## config.mk

```make
export PLATFORM = sky130hd
export DESIGN_NAME = serial_nibble_adder
export DESIGN_NICKNAME = d
export VERILOG_FILES = /design/src/rtl/serial_nibble_adder.sv
export SDC_FILE = /design/constraint.sdc
export NUM_CORES = 1
export LEC_CHECK = 0
export CAP_MARGIN = 20
export CORE_ASPECT_RATIO = 1.2
export CORE_MARGIN = 5
export CORE_UTILIZATION = 47
export CTS_CLUSTER_DIAMETER = 40
export DETAILED_ROUTE_END_ITERATION = 16
export DONT_BUFFER_PORTS = 1
export GPL_ROUTABILITY_DRIVEN = 0
export HOLD_SLACK_MARGIN = 0.12
export MAX_ROUTING_LAYER = met4
export SETUP_SLACK_MARGIN = 0.15
export SLEW_MARGIN = 20
export SYNTH_ARGS = -nofsm -noshare
export SYNTH_HDL_FRONTEND = slang
export SYNTH_SLANG_ARGS = --single-unit
```

## constraint.sdc

```tcl
create_clock -name clk -period 2.43 [get_ports clk]
set_clock_uncertainty 0.1 [all_clocks]
set_input_delay 0.3645 -clock clk [delete_from_list [all_inputs] [get_ports clk]]
set_output_delay 0.3645 -clock clk [all_outputs]
set_load 0.005 [all_outputs]
```

## src/rtl/serial_nibble_adder.sv

```systemverilog
// Nibble-serial WIDTH-bit adder: one 4-bit ripple slice reused over WIDTH/4 cycles, LSB nibble first.
// Optional signed-overflow flag when SNA_OVERFLOW_EN is defined.

module RCA_4bit (
    input  logic [3:0] a,
    input  logic [3:0] b,
    input  logic       c_in,
    output logic [3:0] sum,
    output logic       c_out
);
    assign {c_out, sum} = {1'b0, a} + {1'b0, b} + {4'b0000, c_in};
endmodule

// state | meaning
// IDLE  | waiting for start, result held
// BUSY  | one nibble slice per cycle, N cycles
// DONE  | result valid for one cycle, start accepted here too
module serial_nibble_adder #(
    parameter int WIDTH = 16
) (
    input  logic             clk,
    input  logic             rst,
    input  logic             start,
    input  logic [WIDTH-1:0] a,
    input  logic [WIDTH-1:0] b,
    input  logic             c_in,
    output logic             busy,
    output logic             done,
    output logic [WIDTH-1:0] sum,
`ifdef SNA_OVERFLOW_EN
    output logic             ovf,
`endif
    output logic             c_out
);
    localparam int N     = WIDTH / 4;
    localparam int CNT_W = (N > 1) ? $clog2(N) : 1;

    typedef enum logic [1:0] {
        IDLE = 2'd0,
        BUSY = 2'd1,
        DONE = 2'd2
    } state_t;

    state_t             state_q;
    logic [CNT_W-1:0]   cnt_q;
    logic [WIDTH-1:0]   op_a_q;
    logic [WIDTH-1:0]   op_b_q;
    logic [WIDTH-1:0]   res_q;
    logic               carry_q;
    logic               busy_q;
    logic               done_q;
    logic [3:0]         slice_sum;
    logic               slice_c_out;
    logic               accept;
    logic               last_slice;
`ifdef SNA_OVERFLOW_EN
    logic               sign_a_q;
    logic               sign_b_q;
    logic               ovf_q;
`endif

    RCA_4bit u_slice (
        .a     (op_a_q[3:0]),
        .b     (op_b_q[3:0]),
        .c_in  (carry_q),
        .sum   (slice_sum),
        .c_out (slice_c_out)
    );

    assign accept     = start && (state_q == IDLE || state_q == DONE);
    assign last_slice = (cnt_q == CNT_W'(N - 1));

    always_ff @(posedge clk) begin
        if (rst) begin
            state_q <= IDLE;
            cnt_q   <= '0;
            op_a_q  <= '0;
            op_b_q  <= '0;
            res_q   <= '0;
            carry_q <= 1'b0;
            busy_q  <= 1'b0;
            done_q  <= 1'b0;
`ifdef SNA_OVERFLOW_EN
            sign_a_q <= 1'b0;
            sign_b_q <= 1'b0;
            ovf_q    <= 1'b0;
`endif
        end else begin
            done_q <= 1'b0;
            case (state_q)
                IDLE, DONE: begin
                    if (accept) begin
                        state_q <= BUSY;
                        busy_q  <= 1'b1;
                        cnt_q   <= '0;
                        op_a_q  <= a;
                        op_b_q  <= b;
                        res_q   <= '0;
                        carry_q <= c_in;
`ifdef SNA_OVERFLOW_EN
                        sign_a_q <= a[WIDTH-1];
                        sign_b_q <= b[WIDTH-1];
                        ovf_q    <= 1'b0;
`endif
                    end else begin
                        state_q <= IDLE;
                        busy_q  <= 1'b0;
                    end
                end
                BUSY: begin
                    res_q   <= {slice_sum, res_q[WIDTH-1:4]};
                    op_a_q  <= {4'b0000, op_a_q[WIDTH-1:4]};
                    op_b_q  <= {4'b0000, op_b_q[WIDTH-1:4]};
                    carry_q <= slice_c_out;
                    cnt_q   <= cnt_q + 1'b1;
                    if (last_slice) begin
                        state_q <= DONE;
                        busy_q  <= 1'b0;
                        done_q  <= 1'b1;
`ifdef SNA_OVERFLOW_EN
                        // top slice's sum MSB is the result sign bit
                        ovf_q <= (sign_a_q == sign_b_q) && (sign_a_q != slice_sum[3]);
`endif
                    end
                end
                default: begin
                    state_q <= IDLE;
                    busy_q  <= 1'b0;
                end
            endcase
        end
    end

    assign busy  = busy_q;
    assign done  = done_q;
    assign sum   = res_q;
    assign c_out = carry_q;
`ifdef SNA_OVERFLOW_EN
    assign ovf   = ovf_q;
`endif

endmodule

```

# == Word-level counts from Yosys, hierarchy flattened ==
# Cells that the tools add are included.
# op_classes
addsub,3
n_eq_ne,5
n_mux,17
bitwise_logic,1
n_reduce_logical,7
# op_table
cell,n
$pmux W16 S2,3
$mux W16,3
$pmux W2 S2,2
$add A4 B4 Y5,1
$add A5 B1 Y5,1
$mux W1,5
$eq A2 B2 Y1 const B,2
$mux W2,2
$ne A2 B2 Y1 const B,2
$pmux W1 S2,2
$reduce_or A2 Y1,2
$add A2 B1 Y2 const B,1
$eq A2 B1 Y1 const B,1
$logic_not A2 Y1,1
$reduce_and A2 Y1,1
$reduce_bool A2 Y1,1
$logic_and A1 B1 Y1,1
$logic_or A1 B1 Y1,1
$not A1 Y1,1
# totals
reg_bits,55
input_bits,36
out_inout_bits,19

# == Logic depth before layout (Yosys ltp) ==
# depth
word_depth,5
depth_mapped,5

# == Hierarchy ==
# From an unflattened synthesis, not the netlist that was laid out.
# hier_totals
hier_cells,263
area_unflattened_um2,2742.6
# modules_own_cells
mod,instances,cells_per_inst,area_each_um2,seq_area_each_um2
serial_nibble_adder,1,247,2598.7,1101.1
RCA_4bit,1,16,143.9,0.0

# == Least setup slack after synthesis ==
# No wires, ideal clock.
# synth_timing
path_kind,register -> register
startpoint,reg carry_q (netlist: c_out)
endpoint,reg carry_q (netlist: c_out)
setup_ns,0.132
arrival_time_ns,1.628
required_ns,2.198
setup_slack_ns,0.570
path_stages_with_launch,6
period_less_slack_ns,1.860
path_cell_list,dfxtp_1 fa_1 fa_1 a21o_1 a211oi_1 nor3_1
# synth_via
elab_chain_cells,2
# synth_rtl
element,line,rtl
"start, declared",49,logic carry_q;
"start signal, assigned",99,carry_q <= c_in;
"start signal, assigned",114,carry_q <= slice_c_out;
$add A5 B1 Y5,11,"assign {c_out, sum} = {1'b0, a} + {1'b0, b} + {4'b0000, c_in};"
$pmux W1 S2,90,case (state_q)
# No other way between the ends.
# A chain may end at the register's enable or synchronous reset.

# == Worst setup path in the final report ==
# layout_timing
startpoint,reg state_q[0]
endpoint,reg op_a_q[15]
# layout_via
elab_chain_cells,5
elab_cells_between_ends,10
cone_classes,eq/ne (3); mux (1); reduce/logical (6)
# layout_rtl
element,line,rtl
"start, declared",44,state_t state_q;
"start signal, assigned",75,state_q <= IDLE;
"start signal, assigned",93,state_q <= BUSY;
"start signal, assigned",106,state_q <= IDLE;
$eq A2 B2 Y1 / $logic_not A2 Y1 (equally long branches),"70, 90",
$logic_or A1 B1 Y1,70,assign accept = start && (state_q == IDLE || state_q == DONE);
$logic_and A1 B1 Y1,70,
$ne A2 B2 Y1 (no source line),--,
$reduce_and A2 Y1 (no source line),--,
"end signal, assigned",112,"op_a_q <= {4'b0000, op_a_q[WIDTH-1:4]};"
"end, declared",46,logic [WIDTH-1:0] op_a_q;
# Several ways; a longest one is shown, not always the timed one.

==> reports/metrics.cfg <==
[status]
status = finished clean

[synthesis]
synthArstFlopShare = 0
synth-xor-area-share = 0.00384
ys_seq_area_frac = 0.483
synth_compound_area_frac = 0.143
syn-cell-area_mm2 = 0.00228
yosysWarnings = 0
synth_seq_cells = 55
synthCells = 259
synth.area.mux_share = 0.00494
syn_nets = 301
synth_top_family_by_area = simple AND/OR/NAND/NOR gates
synth-adder-area-share = 0.0395
syn_area_per_cell_um2 = 8.81
synth.distinct_cells = 26
synth-simple-area-share = 0.243
synth-main-ff-cell = dfxtp_1
synth-edff-count = 0

[routing]
highest_layer = met4
wl_met2_um = 2430
wl_met1_um = 2360
post-route-drc-count = 0
wl_met3_um = 390
wl_um = 5230
vias = 1856
vias_per_cell = 5.95
dr.pass1.iters = 4
ant_nets = 0
wl_per_cell_um = 16.8
drtIter0Drc = 96

[global_routing]
gr-usage-all-layers = 0.172
first_global_vias = 1733
grt_pass1_wl_um = 8400
antenna_found_initial = 0
grt_max_degree = 55
grt_overflow = 0

[critical_path]
critPathLaunch = state_q[0]
worstSetupPathType = reg2reg
slowest_delay_ns = 0.56
ff2ff_setup_slack_ns = 0.31
r2r_start = state_q[0]
critPathMaxFanout = 30
end_kind = flip-flop
critPathRequiredTime_ns = 2.58
worstPathArrival_ns = 2.27
slowest_stage = dlygate4sd3_1
reg2reg_depth = 5
worst_r2r_endpoint = op_a_q[15]
crit_path_start_kind = flip-flop
cp-endpoint = op_a_q[15]
crit_chain = nand2b_2 > buf_12 > nand3_1 > a21oi_1 > dlygate4sd3_1

[sta]
worst_pin_slew_ns = 0.502
hold_viol = 0
setup_slack_ns = 0.310
rsz0062_at_grt = false
fin_tns_setup_ns = 0
relSlewSlack = 0.666
setup_viol = 0
slew_violations = 0
period_minus_slack_ns = 2.12
period_share = 0.872
clock.fmax_ghz = 0.472

[clock_tree]
clkSlewWorstSetupHoldPaths_ns = 0.09
htree_levels = 2
cts_resized = 0
insertion_delay_ns = 0.30
clock_path_buffers = 2
cts_buffers = 5
cts.sinks = 55
cts_tree = done
ctsRootBufferMaster = clkbuf_8
post_cts_buffers = 0

[floorplan]
core_mm2 = 0.00466
row_count = 27
start_util = 0.489
fp.dieH_um = 86.3
boundaryPins = 55
fp.dieW_um = 73.6
dieArea_mm2 = 0.00635

[layout]
n_antenna_cell = 0
fillers = 462
fin_area_mm2 = 0.00242
layout_commonest_cell = dfxtp_1
drive_gt1_frac = 0.0669
multi_input_area_um2 = 997
syn_to_final_growth_pct = 6.14
register_area_mm2 = 0.00110
layout.nets = 295
final_cell_mix = dfxtp_1, nor3_1, nand3_1, a21oi_1

[min_path]
min_path_type = in2reg

[flow_run]
drv_cap = 0

[pwr]
power.leakage_nw = 0.854
ir_drop_mv = 0.487
powerDensity_mw_per_mm2 = 753

[placement]
dp_hpwl_um = 3290
portBuffers = 0
place_area_mm2 = 0.00222
post-place-ws_ns = 0.478

==> state kept, by name, summed over array words and instances (netlist names) <==
register and flops:
op_a_q 16, op_b_q 16, sum 16, cnt_q 2, state_q 2, busy 1, c_out 1, done 1
==> layout make-up <==
class | count | share of cell area
Tap cell | 58 | 0.0300
Multi-Input combinational cell | 177 | 0.412
Clock buffer | 8 | 0.0413
Timing Repair Buffer | 14 | 0.0620
Sequential cell | 55 | 0.455
==> worst min path at each step <==
stage,from,endpoint,slack [ns],cells after the start
after global routing,a[2],op_a_q[2],0.15,2
after floorplan,op_a_q[12],op_a_q[12],0.35,2
after CTS,rst,sum[15],0.13,2
after global placement,rst,sum[9],0.34,1
after detailed placement,rst,sum[6],0.34,1
final,rst,sum[15],0.14,2
==> power breakdown <==
group | total (mW) | switching [mW] | internal, mW
clock | 0.547 | 0.286 | 0.261
combinational | 0.268 | 0.155 | 0.113
sequential | 1.01 | 0.0445 | 0.964
total | 1.82 | 0.486 | 1.34
==> per-stage QoR <==
| stage | utilization | total power, mW | hold WS, ns | std cells |
|---|---|---|---|---|
| after floorplan | - | 1.25 | 0.348 | 259 |
| after global placement | 0.476 | 1.27 | 0.341 | 295 |
| after detailed placement | 0.476 | 1.27 | 0.342 | 295 |
| after CTS | 0.519 | 1.84 | 0.130 | 312 |
| after global routing | 0.519 | 1.93 | 0.146 | 312 |
| final | 0.519 | 1.82 | 0.142 | 312 |
==> Yosys cell counts, types with 2 or more instances <==
library cell / instances / share of area
clkbuf_1: 3 / 0.0049
o22ai_1: 25 / 0.069
nor3b_1: 2 / 0.0066
nand3_1: 27 / 0.059
buf_2: 11 / 0.024
ha_1: 4 / 0.022
buf_6: 7 / 0.035
fa_1: 2 / 0.018
nand2_1: 25 / 0.041
nand2b_1: 3 / 0.0082
a21oi_1: 27 / 0.059
buf_4: 6 / 0.020
dfxtp_1: 55 / 0.48
nor2b_1: 2 / 0.0055
nor3_1: 49 / 0.11
==> layer usage <==
metal / track usage / vias up
li1: - / 923
met1: 0.239 / 878
met2: 0.237 / 51
met3: 0.0615 / 4
met4: 0.0445 / 0
met5: - / -
==> timing repair <==
item                       CTS  global route
hold endpoints to repair    54             0
setup endpoints to repair    0             0
hold buffers                 9             0
==> critical path, delay by kind of cell (launching register included) <==
kind / cells / cell delay (ns)
AO/OA/AOI/OAI: 1 / 0.14
buffers and inverters: 2 / 0.80
AND/OR/NAND/NOR: 2 / 0.57
flip-flops: 1 / 0.44
==> cell families after synthesis <==
kind of cell | Yosys count
adder cells (fa/ha/maj) | 6
multiplexers | 1
flip-flops | 55
buffers and inverters | 27
XOR/XNOR | 1
AND/OR/NAND/NOR | 113
AO/OA/AOI/OAI | 56
Note: power is estimated with default switching activity, not from simulation.
==> patch 1: new RTL, same settings <==
Put one more register stage on the output `c_out`, without a reset. The value now appears one clock later. The other outputs are not delayed to match.
--- a/src/rtl/serial_nibble_adder.sv
+++ b/src/rtl/serial_nibble_adder.sv
@@ -41,4 +41,6 @@
         DONE = 2'd2
     } state_t;
+
+    logic c_d;
 
     state_t             state_q;
@@ -135,9 +137,13 @@
     assign done  = done_q;
     assign sum   = res_q;
-    assign c_out = carry_q;
+    assign c_d = carry_q;
 `ifdef SNA_OVERFLOW_EN
     assign ovf   = ovf_q;
 `endif
 
+    always_ff @(posedge clk) begin
+        c_out <= c_d;
+    end
+
 endmodule
 
Function: changed (Yosys sat finds a counterexample within 4 cycles, from zero or initial values and one cycle with rst high).
==> patch 1 against the original RTL <==
Synthesized area grew 0.88%; critical path depth is the same; core utilization shrank 1.7 points; wire length grew 1.7%; highest routed layer unchanged; worst setup slack gained 210 ps; largest power group unchanged; cell count grew 0.64%; total power shrank 0.48%; critical endpoint is now c_d$_SDFFE_PP0P_; final area grew 0.36%; sequential cell count grew 1; critical path type unchanged.
==> patch 1: results (changes against the original RTL) <==
Crit path capture type: flip-flop
N_diodes: 0 (unchanged)
Final WL: 5317 µm (+1.7%)
DRT Pass-1 Iters: 4 (unchanged)
Port bufs: 0 (unchanged)
Vias per inst: 5.876 (-1.2%)
Vias in the first global route: 1,796 (+3.6%)
Max VDD drop: 0.3989 mV (-18%)
Hold slack final: 148.5 ps (+6.942 ps)
Hold EP: sum[15]$_SDFFE_PP0P_
Hold_sp: rst
CP arrival: 2000 ps (-270 ps)
Post-synthesis cell type count: 26 (unchanged)
GRT Util Overall: 17.56% (+0.32 points)
DP Cell Count: 297 (+0.68%)
Post-DP HPWL: 3340 µm (+1.7%)
Later-pin clock latency in the skew report: 310 ps
Reg2Reg Depth: 5 (unchanged)
Placed Area: 2236 µm² (+0.68%)
CP delay by family, top: adder cells
Met1 Usage GRT: 23.04% (-0.86 points)
M1 wire length: 2458 µm (+4.4%)
Global-route wire length before repair: 8590 µm (+2.3%)
Sequential area share after synthesis: 48.72% (+0.45 points)
Worst-path fanout max: 4 (-87%)
Clock-pin slew on the worst setup and hold paths: 100 ps
Met2 wire len: 2452 µm (+0.95%)
Routed wl met3: 361 µm (-7.4%)
Hold Path Class: input pin to flip-flop
Slowest stage delay, CP: 470 ps (-90 ps)
Crit-path slowest cell: fa_1
Critical path launch point: c_d$_SDFFE_PP0P_
Static leakage: 0.0008468 µW (-0.80%)
Clk root buf: clkbuf_8
Filler cells: 505 (+9.3%)
Share of layout cells above drive strength 1: 6.299% (-0.39 points)
DRT iter0 DRCs: 157 (+64%)
Final WS setup: 516.5 ps (+206.5 ps)
Switching pwr: 489.3 µW (+0.69%)
Synthesized flop and latch total: 56 (+1.8%)
CTS Buf Count: 5 (unchanged)
GRT met2 Usage: 25.56% (+1.9 points)
Max cap viols: 0 (unchanged)
H-tree depth: 2 (unchanged)
Top cells by count, synth: dfxtp_1, nor3_1, a21oi_1, nand3_1
Mean Syn Cell Area: 8.850 µm² (+0.49%)
GR Layer Usage met3: 5.336% (-0.81 points)
Hold-fix buffers, CTS: 9 (unchanged)
Reg2reg end: c_d$_SDFFE_PP0P_
Outcome: finished clean
Largest net degree at the start of global routing: 55 (unchanged)
Relative slew slack: 43.58% (-23 points)
Fraction of registers with async set/reset: 0% (unchanged)
Synth area leaders: dfxtp_1, nor3_1, o22ai_1
Pre-CTS WS: 511.9 ps (+33.82 ps)
Via count: 1,845 (-0.59%)
## patch 1: layout make-up
| class | instances | share of cell area (%) |
|---|---|---|
| well taps | 60 | 3.090 |
| clock inverters | 1 | 0.3090 |
| repair buffers | 13 | 5.870 |
| clock buffers | 7 | 3.553 |
| multi-input cells | 177 | 41.04 |
| flip-flops and latches | 56 | 46.14 |
## patch 1: cell families (layout without fill, tap and decap cells)
group	count (synthesis)	after routing	share of synthesized area (%)
adder cells (fa/ha/maj)	6	6	3.915
AND/OR/NAND/NOR	113	113	24.09
AO/OA/AOI/OAI	56	56	14.14
buffers and inverters	27	21	8.265
multiplexers	1	1	0.4894
XOR/XNOR	1	1	0.3807
flip-flops	56	56	48.72
## patch 1: metrics by stage
| stage | total power, µW | util, % |
|---|---|---|
| after floorplan | 1269 | - |
| after global placement | 1287 | 46.25 |
| after detailed placement | 1290 | 46.25 |
| after CTS | 1841 | 50.26 |
| after global routing | 1923 | 50.26 |
| final | 1815 | 50.26 |
==> patch 2: new RTL, config.mk and constraints unchanged <==
Without the edit above. Add a define of `SNA_OVERFLOW_EN`.
--- a/src/rtl/serial_nibble_adder.sv
+++ b/src/rtl/serial_nibble_adder.sv
@@ -1,4 +1,6 @@
 // Nibble-serial WIDTH-bit adder: one 4-bit ripple slice reused over WIDTH/4 cycles, LSB nibble first.
 // Optional signed-overflow flag when SNA_OVERFLOW_EN is defined.
+
+`define SNA_OVERFLOW_EN
 
 module RCA_4bit (
Check against the original RTL (old outputs only; new: ovf): equivalent (equiv_simple and equiv_induct, registers matched by name and starting in step).
==> patch 2 against the original RTL <==
Synthesized cell count shrank 6.6%; global-route usage grew 1.1 points; critical path depth is the same; final area grew 6.3%; worst setup slack gained 120 ps; sequential cell count grew 2; total power grew 19%; fmax grew 6.1%; wire length grew 0.75%; synthesized area shrank 1.4%; count of clock-buffer cells in the layout grew 6; critical path type unchanged; largest cell class unchanged; largest power group unchanged.
==> patch 2: results (changes against the original RTL) <==
Synth Area in XOR/XNOR: 0.3895% (+0.0056 points)
Final WS setup: 431.7 ps (+121.7 ps)
Fraction of registers with async set/reset: 0% (unchanged)
Post-synthesis mux area share: 0% (-0.49 points)
Static leakage: 0.001002 µW (+17%)
Mean Syn Cell Area: 9.291 µm² (+5.5%)
Hold Path Depth: 2 (unchanged)
Later-pin clock latency in the skew report: 330 ps (+30 ps)
Global-route wire length before repair: 8487 µm (+1.1%)
Top cells by count, synth: dfxtp_1, nor2_1, o22ai_1
Post-CTS Setup Inserts: 0 (unchanged)
RR Startpoint: c_out$_SDFFE_PP0P_
CP arrival: 2090 ps (-180 ps)
Complex-gate fraction of the synthesized area: 18.36% (+4.1 points)
Sequential area share after synthesis: 50.75% (+2.5 points)
DRT iter0 DRCs: 120 (+25%)
Synth area leaders: dfxtp_1, nor2_1, a22oi_1
Share of layout cells above drive strength 1: 11.76% (+5.1 points)
Routed len/inst: 16.83 µm (+0.42%)
Clk root buf: clkbuf_8
Post-synthesis cell type count: 28 (+7.7%)
Hold-fix buffers, CTS: 12 (+3)
Reg2reg end: c_out$_SDFFE_PP0P_
Synth Area in Adders: 4.007% (+0.057 points)
Final WL: 5267 µm (+0.75%)
Hold slack final: 135.5 ps (-6.005 ps)
H-tree depth: 3 (+1)
Pre-CTS WS: 402.2 ps (-75.82 ps)
Syn Nets: 284 (-5.6%)
Outcome: finished clean
Hold EP: op_b_q[9]$_SDFFE_PP0P_
Relative slew slack: 65.46% (-1.1 points)
Clock-pin slew on the worst setup and hold paths: 60 ps (-30 ps)
Largest net degree at the start of global routing: 58 (+5.5%)
CTS Buf Count: 9 (+4)
Max VDD drop: 0.4921 mV (+1.1%)
Final nets: 292 (-1.0%)
Post-DP HPWL: 3388 µm (+3.1%)
Vias per inst: 5.562 (-6.5%)
Crit-path slowest cell: fa_1
Hold_sp: b[9]
Worst-path fanout max: 3 (-90%)
GRT Util Overall: 18.33% (+1.1 points)
Filler cells: 435 (-5.8%)
Clk buf depth: 2 (unchanged)
Antenna violations before repair: 0 (unchanged)
Slowest stage delay, CP: 470 ps (-90 ps)
[patch 2: worst max-delay path by stage]
stage	start	end
detailed placement	c_out$_SDFFE_PP0P_	c_out$_SDFFE_PP0P_
global placement	c_out$_SDFFE_PP0P_	c_out$_SDFFE_PP0P_
global route	c_out$_SDFFE_PP0P_	c_out$_SDFFE_PP0P_
floorplan	c_out$_SDFFE_PP0P_	c_out$_SDFFE_PP0P_
CTS	c_out$_SDFFE_PP0P_	c_out$_SDFFE_PP0P_
finish	c_out$_SDFFE_PP0P_	c_out$_SDFFE_PP0P_
[patch 2: logic make-up (layout without fill, tap and decap cells)]
logic type | count (synthesis) | count (layout)
AOI/OAI and AO/OA | 60 | 60
buffers and inverters | 19 | 32
xor gates and xnor gates | 1 | 1
adders and majority gates | 6 | 6
DFF | 57 | 57
and+or+nand+nor | 99 | 99
[patch 2: power breakdown]
part	internal [µW]	switching [µW]
Combinational	122	167
Sequential	998	43.6
Clock	478	354
[patch 2: metal layers]
layer | track usage [%] | vias to the layer above | part of all wire [%]
met5 | - | - | 0
li1 | - | 880 | -
met4 | 10.07 | 0 | 1.7
met2 | 27.10 | 50 | 48
met3 | 5.158 | 7 | 6.8
met1 | 22.26 | 804 | 44
[patch 2: critical path, delay by kind of cell, from the launching register on]
family | cells | cell delay [ps]
fa+ha+maj | 2 | 880
compound gates | 3 | 530
flops | 1 | 350
[patch 2: area by class of cell]
type / count / area [µm²] / area share [%]
timing repair buffer: 16 / 180.2 / 7.004
sequential: 57 / 1141 / 44.36
tap: 58 / 72.57 / 2.821
clock buffer: 14 / 182.7 / 7.101
multi-input combinational: 166 / 985.9 / 38.33
clock inverter: 2 / 10.01 / 0.3891
[patch 2: stage by stage]
step / total power, µW / area (µm²)
CTS: 2191 / 2572
finish: 2163 / 2572
floorplan: 1280 / 2248
global route: 2270 / 2572
global placement: 1313 / 2242
detailed placement: 1317 / 2242
